[src/rtl/keypad_scan_ctrl.sv]
// keypad_scan_ctrl
// Scans a 4x4 active-low matrix keypad one column at a time, debounces
// press and release on a divided scan tick, reports each accepted key as
// a one-hot code with a valid pulse, and builds a three-digit BCD entry
// (clear / backspace / enter) that is committed to the display path.
module keypad_scan_ctrl #(
   parameter int CLK_DIV  = 50000,
   parameter int DEBOUNCE = 10
) (
   input  logic        clk,
   input  logic        rst,
   input  logic [3:0]  row,
   output logic [3:0]  col,
   output logic [15:0] key_onehot,
   output logic        key_valid,
   output logic [11:0] digits,
   output logic [1:0]  digit_count,
   output logic [11:0] entry,
   output logic        entry_valid
);

   localparam int DIV_W = (CLK_DIV > 1) ? $clog2(CLK_DIV) : 1;
   localparam int DEB_W = $clog2(DEBOUNCE + 1);

   localparam logic [DIV_W-1:0] DIV_LAST = DIV_W'(CLK_DIV - 1);
   localparam logic [DEB_W-1:0] DEB_DONE = DEB_W'(DEBOUNCE);
   localparam logic [DEB_W-1:0] DEB_REL  = DEB_W'(DEBOUNCE - 1);
   localparam logic [DEB_W-1:0] DEB_ONE  = DEB_W'(1);

   localparam logic [3:0] KEY_CLEAR = 4'd12;
   localparam logic [3:0] KEY_BKSP  = 4'd4;
   localparam logic [3:0] KEY_ENTER = 4'd0;

   typedef enum logic [1:0] {
      ST_SCAN,
      ST_DEBOUNCE,
      ST_PRESSED,
      ST_RELEASE
   } state_t;

   // True when exactly one of the four active-low lines is asserted.
   function automatic logic single_low(input logic [3:0] v);
      return (v == 4'b1110) || (v == 4'b1101) ||
             (v == 4'b1011) || (v == 4'b0111);
   endfunction

   // Position of the low line in a single-low vector.
   function automatic logic [1:0] low_index(input logic [3:0] v);
      logic [1:0] idx;
      case (v)
         4'b1101: idx = 2'd1;
         4'b1011: idx = 2'd2;
         4'b0111: idx = 2'd3;
         default: idx = 2'd0;
      endcase
      return idx;
   endfunction

   // Next column in the scan order 1110 -> 1101 -> 1011 -> 0111.
   function automatic logic [3:0] rotate_col(input logic [3:0] v);
      return {v[2:0], v[3]};
   endfunction

   // Key index to {is_digit, bcd value}; non-digit keys return 0.
   function automatic logic [4:0] key_digit(input logic [3:0] k);
      logic [4:0] d;
      case (k)
         4'd3:    d = 5'h10;
         4'd7:    d = 5'h11;
         4'd6:    d = 5'h12;
         4'd5:    d = 5'h13;
         4'd11:   d = 5'h14;
         4'd10:   d = 5'h15;
         4'd9:    d = 5'h16;
         4'd15:   d = 5'h17;
         4'd14:   d = 5'h18;
         4'd13:   d = 5'h19;
         default: d = 5'h00;
      endcase
      return d;
   endfunction

   logic [3:0]       row_meta_p0;
   logic [3:0]       row_s;
   logic [DIV_W-1:0] div_cnt;
   logic             tick;

   state_t           state, state_nxt;
   logic [3:0]       col_nxt;
   logic [3:0]       cap_row, cap_row_nxt;
   logic [1:0]       cap_col, cap_col_nxt;
   logic [DEB_W-1:0] stab_cnt, stab_nxt;

   logic [3:0]       key_idx;
   logic [4:0]       key_dig;

   assign tick    = (div_cnt == DIV_LAST);
   assign key_idx = {cap_col, low_index(cap_row)};
   assign key_dig = key_digit(key_idx);

   // Two-flop synchronizer for the asynchronous row lines.
   always_ff @(posedge clk) begin
      if (rst) begin
         row_meta_p0 <= 4'hF;
         row_s       <= 4'hF;
      end else begin
         row_meta_p0 <= row;
         row_s       <= row_meta_p0;
      end
   end

   // Free-running scan tick divider, active in every FSM state.
   always_ff @(posedge clk) begin
      if (rst) begin
         div_cnt <= '0;
      end else if (tick) begin
         div_cnt <= '0;
      end else begin
         div_cnt <= div_cnt + DIV_W'(1);
      end
   end

   // Scan FSM state register together with column drive and debounce state.
   always_ff @(posedge clk) begin
      if (rst) begin
         state    <= ST_SCAN;
         col      <= 4'b1110;
         cap_row  <= 4'hF;
         cap_col  <= 2'd0;
         stab_cnt <= '0;
      end else begin
         state    <= state_nxt;
         col      <= col_nxt;
         cap_row  <= cap_row_nxt;
         cap_col  <= cap_col_nxt;
         stab_cnt <= stab_nxt;
      end
   end

   // Next-state logic: scan, press debounce, single press cycle, release debounce.
   always_comb begin
      state_nxt   = state;
      col_nxt     = col;
      cap_row_nxt = cap_row;
      cap_col_nxt = cap_col;
      stab_nxt    = stab_cnt;
      case (state)
         ST_SCAN: begin
            if (tick) begin
               if (single_low(row_s)) begin
                  // Hold this column while the press is qualified.
                  cap_row_nxt = row_s;
                  cap_col_nxt = low_index(col);
                  stab_nxt    = DEB_ONE;
                  state_nxt   = ST_DEBOUNCE;
               end else begin
                  // Idle or ghosting pattern: keep scanning.
                  col_nxt = rotate_col(col);
               end
            end
         end
         ST_DEBOUNCE: begin
            if (stab_cnt >= DEB_DONE) begin
               state_nxt = ST_PRESSED;
            end else if (tick) begin
               if (row_s == cap_row) begin
                  stab_nxt = stab_cnt + DEB_ONE;
               end else begin
                  stab_nxt  = '0;
                  col_nxt   = rotate_col(col);
                  state_nxt = ST_SCAN;
               end
            end
         end
         ST_PRESSED: begin
            stab_nxt  = '0;
            state_nxt = ST_RELEASE;
         end
         ST_RELEASE: begin
            if (tick) begin
               if (row_s == 4'hF) begin
                  if (stab_cnt >= DEB_REL) begin
                     stab_nxt  = '0;
                     col_nxt   = rotate_col(col);
                     state_nxt = ST_SCAN;
                  end else begin
                     stab_nxt = stab_cnt + DEB_ONE;
                  end
               end else begin
                  // Any bounce back to pressed restarts the release count.
                  stab_nxt = '0;
               end
            end
         end
         default: begin
            state_nxt = ST_SCAN;
         end
      endcase
   end

   // Key report and digit-entry actions, applied once per accepted press.
   always_ff @(posedge clk) begin
      if (rst) begin
         key_onehot  <= '0;
         key_valid   <= 1'b0;
         digits      <= '0;
         digit_count <= '0;
         entry       <= '0;
         entry_valid <= 1'b0;
      end else begin
         key_valid   <= 1'b0;
         entry_valid <= 1'b0;
         if (state == ST_PRESSED) begin
            key_valid  <= 1'b1;
            key_onehot <= 16'd1 << key_idx;
            if (key_dig[4]) begin
               // A full entry silently drops further digits.
               if (digit_count != 2'd3) begin
                  digits      <= {digits[7:0], key_dig[3:0]};
                  digit_count <= digit_count + 2'd1;
               end
            end else if (key_idx == KEY_CLEAR) begin
               digits      <= '0;
               digit_count <= '0;
            end else if (key_idx == KEY_BKSP) begin
               if (digit_count != 2'd0) begin
                  digits      <= {4'h0, digits[11:4]};
                  digit_count <= digit_count - 2'd1;
               end
            end else if (key_idx == KEY_ENTER) begin
               // Enter always commits, even an empty entry.
               entry       <= digits;
               entry_valid <= 1'b1;
               digits      <= '0;
               digit_count <= '0;
            end
         end
      end
   end

   // Structural invariants of the column drive and the valid pulses.
   always_comb begin
      a_col_single_low: assert (rst !== 1'b0 || single_low(col));
   end

   a_key_valid_pulse: assert property (@(posedge clk) disable iff (rst)
      key_valid |=> !key_valid);

   a_entry_valid_pulse: assert property (@(posedge clk) disable iff (rst)
      entry_valid |=> !entry_valid);

endmodule

[config.mk]
export PLATFORM = sky130hd
export DESIGN_NAME = keypad_scan_ctrl
export DESIGN_NICKNAME = d
export VERILOG_FILES = /design/src/rtl/keypad_scan_ctrl.sv
export SDC_FILE = /design/constraint.sdc
export NUM_CORES = 1
export LEC_CHECK = 0
export CAP_MARGIN = 10
export CORE_ASPECT_RATIO = 0.75
export CORE_UTILIZATION = 61
export CTS_BUF_LIST = sky130_fd_sc_hd__clkbuf_2 sky130_fd_sc_hd__clkbuf_4 sky130_fd_sc_hd__clkbuf_8
export CTS_CLUSTER_DIAMETER = 80
export DETAILED_ROUTE_END_ITERATION = 12
export PLACE_DENSITY = 0.91
export SLEW_MARGIN = 20
export SYNTH_ARGS = -nofsm -noshare
export SYNTH_HDL_FRONTEND = slang
export SYNTH_SLANG_ARGS = --single-unit
[constraint.sdc]
create_clock -name clk -period 4.2 [get_ports clk]
set_input_delay 0.42 -clock clk [delete_from_list [all_inputs] [get_ports clk]]
set_output_delay 0.42 -clock clk [all_outputs]
set_load 0.005 [all_outputs]
==> reports/metrics.yaml, run 1 <==
timing:
  relSlewSlack_pct: 42.9
  finalCritPeriodShare_pct: 70.1
  setup_tns_ns: 0
  rsz0062_at_grt: "false"
  finClkSkew_ns: 0.00906
  worst_pin_slew_ns: 0.854
  timing.fmax_mhz: 340
  hold_viol_final: 0
  fin_crit_ns: 2.94
  setup_viol_count_final: 0
  slew_viol_final: 0
worst_setup_path:
  crit_required_ns: 4.44
  critPathKind: "flip-flop to flip-flop"
  crit_arrival_ns: 3.18
  crit_path_end_kind: "flip-flop"
  cp_max_fo: 13
  crit_path_start_kind: "flip-flop"
power:
  internal_power_mw: 1.12
  comb_power_share_pct: 2.7
  p_leak_nw: 1.72
  power_density_nw_per_um2: 315
  vdd_drop_max_mv: 0.215
  p_sw_share_pct: 21.5
  p_switching_mw: 0.307
  fin_total_pwr_mw: 1.43
  power.share.sequential_pct: 56.6
  p_clk_share_pct: 40.8
global_routing:
  grt-busiest-layer: "met2"
  grt_overflow_total: 0
  antenna_found_initial: 0
  grt_use_met3_pct: 8.17
  grtUsageTotal_pct: 27.4
  grt_max_degree: 38
  grt_pass1_wl_um: 13900
  grtUsageMet2_pct: 44.4
  grt_pass1_vias: 2947
  gr-usage-met1_pct: 35.6
layout:
  final_cells: 554
  mostFrequentLayoutCells: "dfxtp_1, nor2_1, clkdlybuf4s50_1"
  drive_gt1_share_pct: 7.56
  final_util_pct: 76.8
  num-nets-final: 489
  fillers: 399
  synthToLayoutAreaGrowth_pct: 20.3
  mostFrequentLayoutCell: "dfxtp_1"
  antennaDiodeCount: 0
  multiInputGateArea_um2: 1940
  seq_area_um2: 1680
floorplan:
  ios: 54
  die_w_um: 92.7
  core_um2: 5890
  die_area_um2: 6480
  start_util_pct: 63.9
  die_h_um: 70.0
  num_rows: 24
logic_synthesis:
  synth_edf_count: 0
  yosys.cell_types.count: 46
  ys.flop_type: "dfxtp_1"
  syn_avg_cell_area_um2: 8.85
  ys_warn_count: 0
  synth_area_um2: 3760
  ys_seq_area_share_pct: 44.7
  syn-num-nets: 443
  synth_seq_cells: 84
  synth_cells: 425
  synthArstFlopShare_pct: 0
route:
  via_per_inst: 5.82
  antenna_left: 0
  avgRoutedWirePerCell_um: 15.2
  post-route-drc-count: 0
  finalWirelength_um: 8430
  drtPass1Iterations: 5
  num_vias: 3226
  drtIter0Drc: 213
cts:
  clkSinkCount: 84
  ctsHoldBuffers: 0
  cts.clk_slew.worst_paths_ns: 0.08
  cts_setup_buffers: 0
  cts_buffers: 9
  htreeDepth: 3
  cts_resized: 0
  cts_buffer_depth: 2
  root_buffer: "clkbuf_8"
  cts_tree: "yes"
  clk_latency_ns: 0.36
run_status:
  status: "complete, no violations"
hold_path:
  hold_class: "flip-flop to flip-flop"
placed_design:
  place.gp.congestion: 0.855
  place_inst: 538
  numPortBuffers: 53
  hpwl_um: 5910
flow_run:
  drv_cap: 0
==> cells by family after synthesis <==
logic type / Yosys count / synth area share (%)
AND/OR/NAND/NOR: 181 / 24.3
XOR/XNOR: 22 / 5.12
adder cells (fa/ha/maj): 12 / 3.99
buffers and inverters: 35 / 3.56
flip-flops: 84 / 44.7
multiplexers: 23 / 6.19
AO/OA/AOI/OAI: 68 / 12.1
==> cell type report <==
class / instances / area share, %
Sequential cell: 84 / 37.2
Clock buffer: 12 / 3.38
Multi-Input combinational cell: 306 / 43.0
Inverter: 15 / 1.25
Clock inverter: 4 / 1.08
Tap cell: 78 / 2.16
Timing Repair Buffer: 55 / 12.0
==> cell usage after synthesis (all sizes together), types with 5 or more instances <==
master,number,area share [%]
a22oi,14,2.8
and3,7,1.2
mux2i,21,5.6
nor2,70,7.0
nand3,18,2.4
inv,15,1.5
dfxtp,84,45
nor3,8,1.1
xnor2,14,3.3
nand2,28,2.8
xor2,8,1.9
or2,11,1.8
nand4,5,0.83
a311oi,5,1.2
a21oi,22,2.9
clkbuf,17,1.7
a211oi,7,1.4
o21ai,7,1.0
nand2b,11,1.8
or3,6,1.0
ha,12,4.0
nand3b,5,1.0
==> state kept, by name, summed over array words and instances, names as in the netlist, named ones only <==
signal / cells
cap_col: 2
cap_row: 4
col: 4
digit_count: 2
digits: 12
div_cnt: 16
entry: 12
entry_valid: 1
key_onehot: 16
key_valid: 1
row_meta_p0: 4
row_s: 4
stab_cnt: 4
state: 1
==> metrics by stage <==
step	instance area [um2]	hold slack, ns	setup slack, ns
5_1_grt	4520	0.434	1.04
3_3_place_gp	4320	0.393	1.51
3_5_place_dp	4320	0.392	1.28
6_report	4520	0.410	1.26
2_1_floorplan	3760	0.389	1.71
4_1_cts	4520	0.410	1.27
==> power by group through the flow <==
stage	combinational [mW]	sequential, mW	clock [mW]
after global placement	0.0359	0.825	0
after floorplan	0.0276	0.824	0
after global routing	0.0412	0.808	0.623
after detailed placement	0.0371	0.826	0
final	0.0379	0.807	0.581
after CTS	0.0375	0.807	0.588
==> worst max-delay path: stages, from the launching register on <==
cell and delay [ns]:
dfxtp_1 0.43, xor2_1 0.20, nand3_1 0.17, inv_1 0.12, ha_1 0.29, nor3_1 0.13, or2_2 0.42, nand3_1 0.68
mux2i_1 0.31, nor2_1 0.07
==> final timing paths <==
| check | startpoint | to | slack, ns | depth (start not counted) |
|---|---|---|---|---|
| max | cap_row[3] | entry[0] | 1.26 | 9 |
| max reg2reg | cap_row[3] | entry[0] | 1.26 | 9 |
| min | row_meta_p0[2] | row_s[2] | 0.41 | 1 |
| min reg2reg | row_meta_p0[2] | row_s[2] | 0.41 | 1 |
==> per-layer routing <==
metal  share of wire (%)  vias to the layer above
met3                 6.3                       14
met4                 1.2                        0
met2                  47                      130
li1                    -                     1568
met1                  45                     1514
met5                   0                        -
No activity file was read; power rests on OpenSTA's default activity.
==> run 2, diff against run 1 <==
Settings changed: CORE_UTILIZATION 61 to 51, PLACE_DENSITY 0.91 to 0.81.
Clock period 4.2 ns to 2.46 ns, I/O delays scaled along.
==> run 2 against run 1 <==
  * The run now ends with setup timing left
  * First-iteration DRC count rose by 4.2%
  * Combinational power rose by 71%
  * Global-route usage fell by 4.2 points
  * Critical path depth rose by 1
  * Cell count rose by 5.4%
  * Fmax rose by 19%
  * Die area rose by 19%
  * Clock skew fell by 0.0030 ns
  * Critical path type unchanged
  * Sequential share of layout area fell by 0.92 points
  * Wire length rose by 0.74%
  * Clock power rose by 57%
  * Non-clock buffer count rose by 10
==> reports/metrics.yaml, run 2 (same netlist as run 1, synthesis figures left out) <==
run_status:
  status: "finished, violations left"
  failed_checks: "setup timing"
power:
  vdd_drop_max_mv: 0.317
  comb_power_share_pct: 2.7
  p_switching_mw: 0.518
  power_density_nw_per_um2: 506
  p_clk_share_pct: 38.8
  power.share.sequential_pct: 58.4
  p_sw_share_pct: 22.0
  p_leak_nw: 1.77
  internal_power_mw: 1.84
floorplan:
  start_util_pct: 54.0
  die_w_um: 101
  die_h_um: 76.4
  core_um2: 6960
  num_rows: 26
  ios: 54
  die_area_um2: 7720
global_routing:
  grt_pass1_wl_um: 14100
  antenna_found_initial: 0
  grtUsageTotal_pct: 23.1
  grt_pass1_vias: 3012
  grt_overflow_total: 0
  grt_max_degree: 42
layout:
  antennaDiodeCount: 0
  synthToLayoutAreaGrowth_pct: 23.7
  final_util_pct: 66.8
  num-nets-final: 499
  mostFrequentLayoutCells: "dfxtp_1, nor2_1, clkdlybuf4s50_1"
  mostFrequentLayoutCell: "dfxtp_1"
  largestRegisters: "div_cnt: 16 flops, key_onehot: 16 flops"
  drive_gt1_share_pct: 10.7
  final_cells: 584
timing:
  whs_ns: 0.322
  finClkSkew_ns: 0.00604
  fin_ws_ns: -0.0192
  timing.fmax_mhz: 403
  rsz0062_at_grt: "true"
  setup_viol_count_final: 4
  worst_pin_slew_ns: 0.703
  fin_crit_ns: 2.48
  relSlewSlack_pct: 52.8
  finalCritPeriodShare_pct: 101
  setup_tns_ns: -0.0579
  hold_viol_final: 0
  slew_viol_final: 0
worst_setup_path:
  cpPeakStageDelay_ns: 0.42
  critical_path.slowest_cell: "or3_1"
  cp_max_fo: 13
  crit_path_end_kind: "flip-flop"
  crit_arrival_ns: 2.70
  path_cells: "xor2_2 > nand3_1 > inv_1 > ha_1 > nor3_2 > or3_1 > a21oi_2 > clkbuf_4 > nand2b_1 > a21oi_1"
  crit_path_start_kind: "flip-flop"
  critPathKind: "flip-flop to flip-flop"
  crit_required_ns: 2.68
cts:
  cts.clk_slew.worst_paths_ns: 0.08
  htreeDepth: 3
  clkSinkCount: 84
  cts_buffer_depth: 2
  clk_latency_ns: 0.35
  cts_setup_buffers: 0
  cts_buffers: 9
  root_buffer: "clkbuf_8"
  cts_tree: "yes"
hold_path:
  hold_class: "input pin to flip-flop"
route:
  post-route-drc-count: 0
  antenna_left: 0
  drtIter0Drc: 222
  num_vias: 3214
  via_per_inst: 5.50
  avgRoutedWirePerCell_um: 14.5
  drtPass1Iterations: 5
  finalWirelength_um: 8500
flow_run:
  drv_cap: 0
placed_design:
  hpwl_um: 5830
  place_ws_ns: 0.0560
  place.gp.congestion: 0.837
  place_inst: 566
  numPortBuffers: 53
run 2: area by class of cell:
class                   count  area [um2]
clock buffers              13         166
clock inverters             3        21.3
repair buffers             65         632
flip-flops and latches     84        1690
fillers                   585        2310
multi-input cells         306        1970
inverters                  15        56.3
well taps                  98         123
run 2: metrics by stage:
step | area [um2] | total power [mW]
final | 4650 | 2.35
after global routing | 4650 | 2.44
after CTS | 4610 | 2.38
after detailed placement | 4420 | 1.47
after global placement | 4420 | 1.47
after floorplan | 3760 | 1.45
run 2: repair_timing:
item                                   4_1_cts  5_1_grt
hold buffers                                 0        0
setup endpoints to repair                    0       14
resized for setup                            0       10
endpoints found under the hold margin        0        0
run 2: final timing paths:
check                                     from          to  slack [ns]  cells after the start
worst max-delay path                cap_row[1]   digits[3]       -0.02                     10
worst max register to register      cap_row[1]   digits[3]       -0.02                     10
worst min register to register  row_meta_p0[0]    row_s[0]        0.42                      1
worst min-delay path                       rst  div_cnt[2]        0.32                      2
run 2: power groups by stage:
stage | Sequential (mW) | Clock, mW | Combinational, mW
after floorplan | 1.41 | 0 | 0.0471
after detailed placement | 1.41 | 0 | 0.0635
after global routing | 1.38 | 0.994 | 0.0731
final | 1.38 | 0.914 | 0.0647
after CTS | 1.38 | 0.940 | 0.0640
after global placement | 1.41 | 0 | 0.0616
run 2: per-layer routing:
| layer | wire length (um) | share of wire (%) | vias up | global-route usage (%) |
|---|---|---|---|---|
| met4 | 150 | 1.8 | 0 | 7.83 |
| met5 | 0 | 0 | - | 0 |
| li1 | - | - | 1589 | - |
| met2 | 3740 | 44 | 107 | 34.9 |
| met3 | 458 | 5.4 | 20 | 6.15 |
| met1 | 4150 | 49 | 1498 | 32.0 |
run 2: worst max-delay path: cells and delay by family (launching register included):
family	cells	cell delay, ns
flip-flops	1	0.39
XOR/XNOR	1	0.17
AO/OA/AOI/OAI	2	0.34
adder cells (fa/ha/maj)	1	0.21
buffers and inverters	2	0.43
AND/OR/NAND/NOR	4	0.82
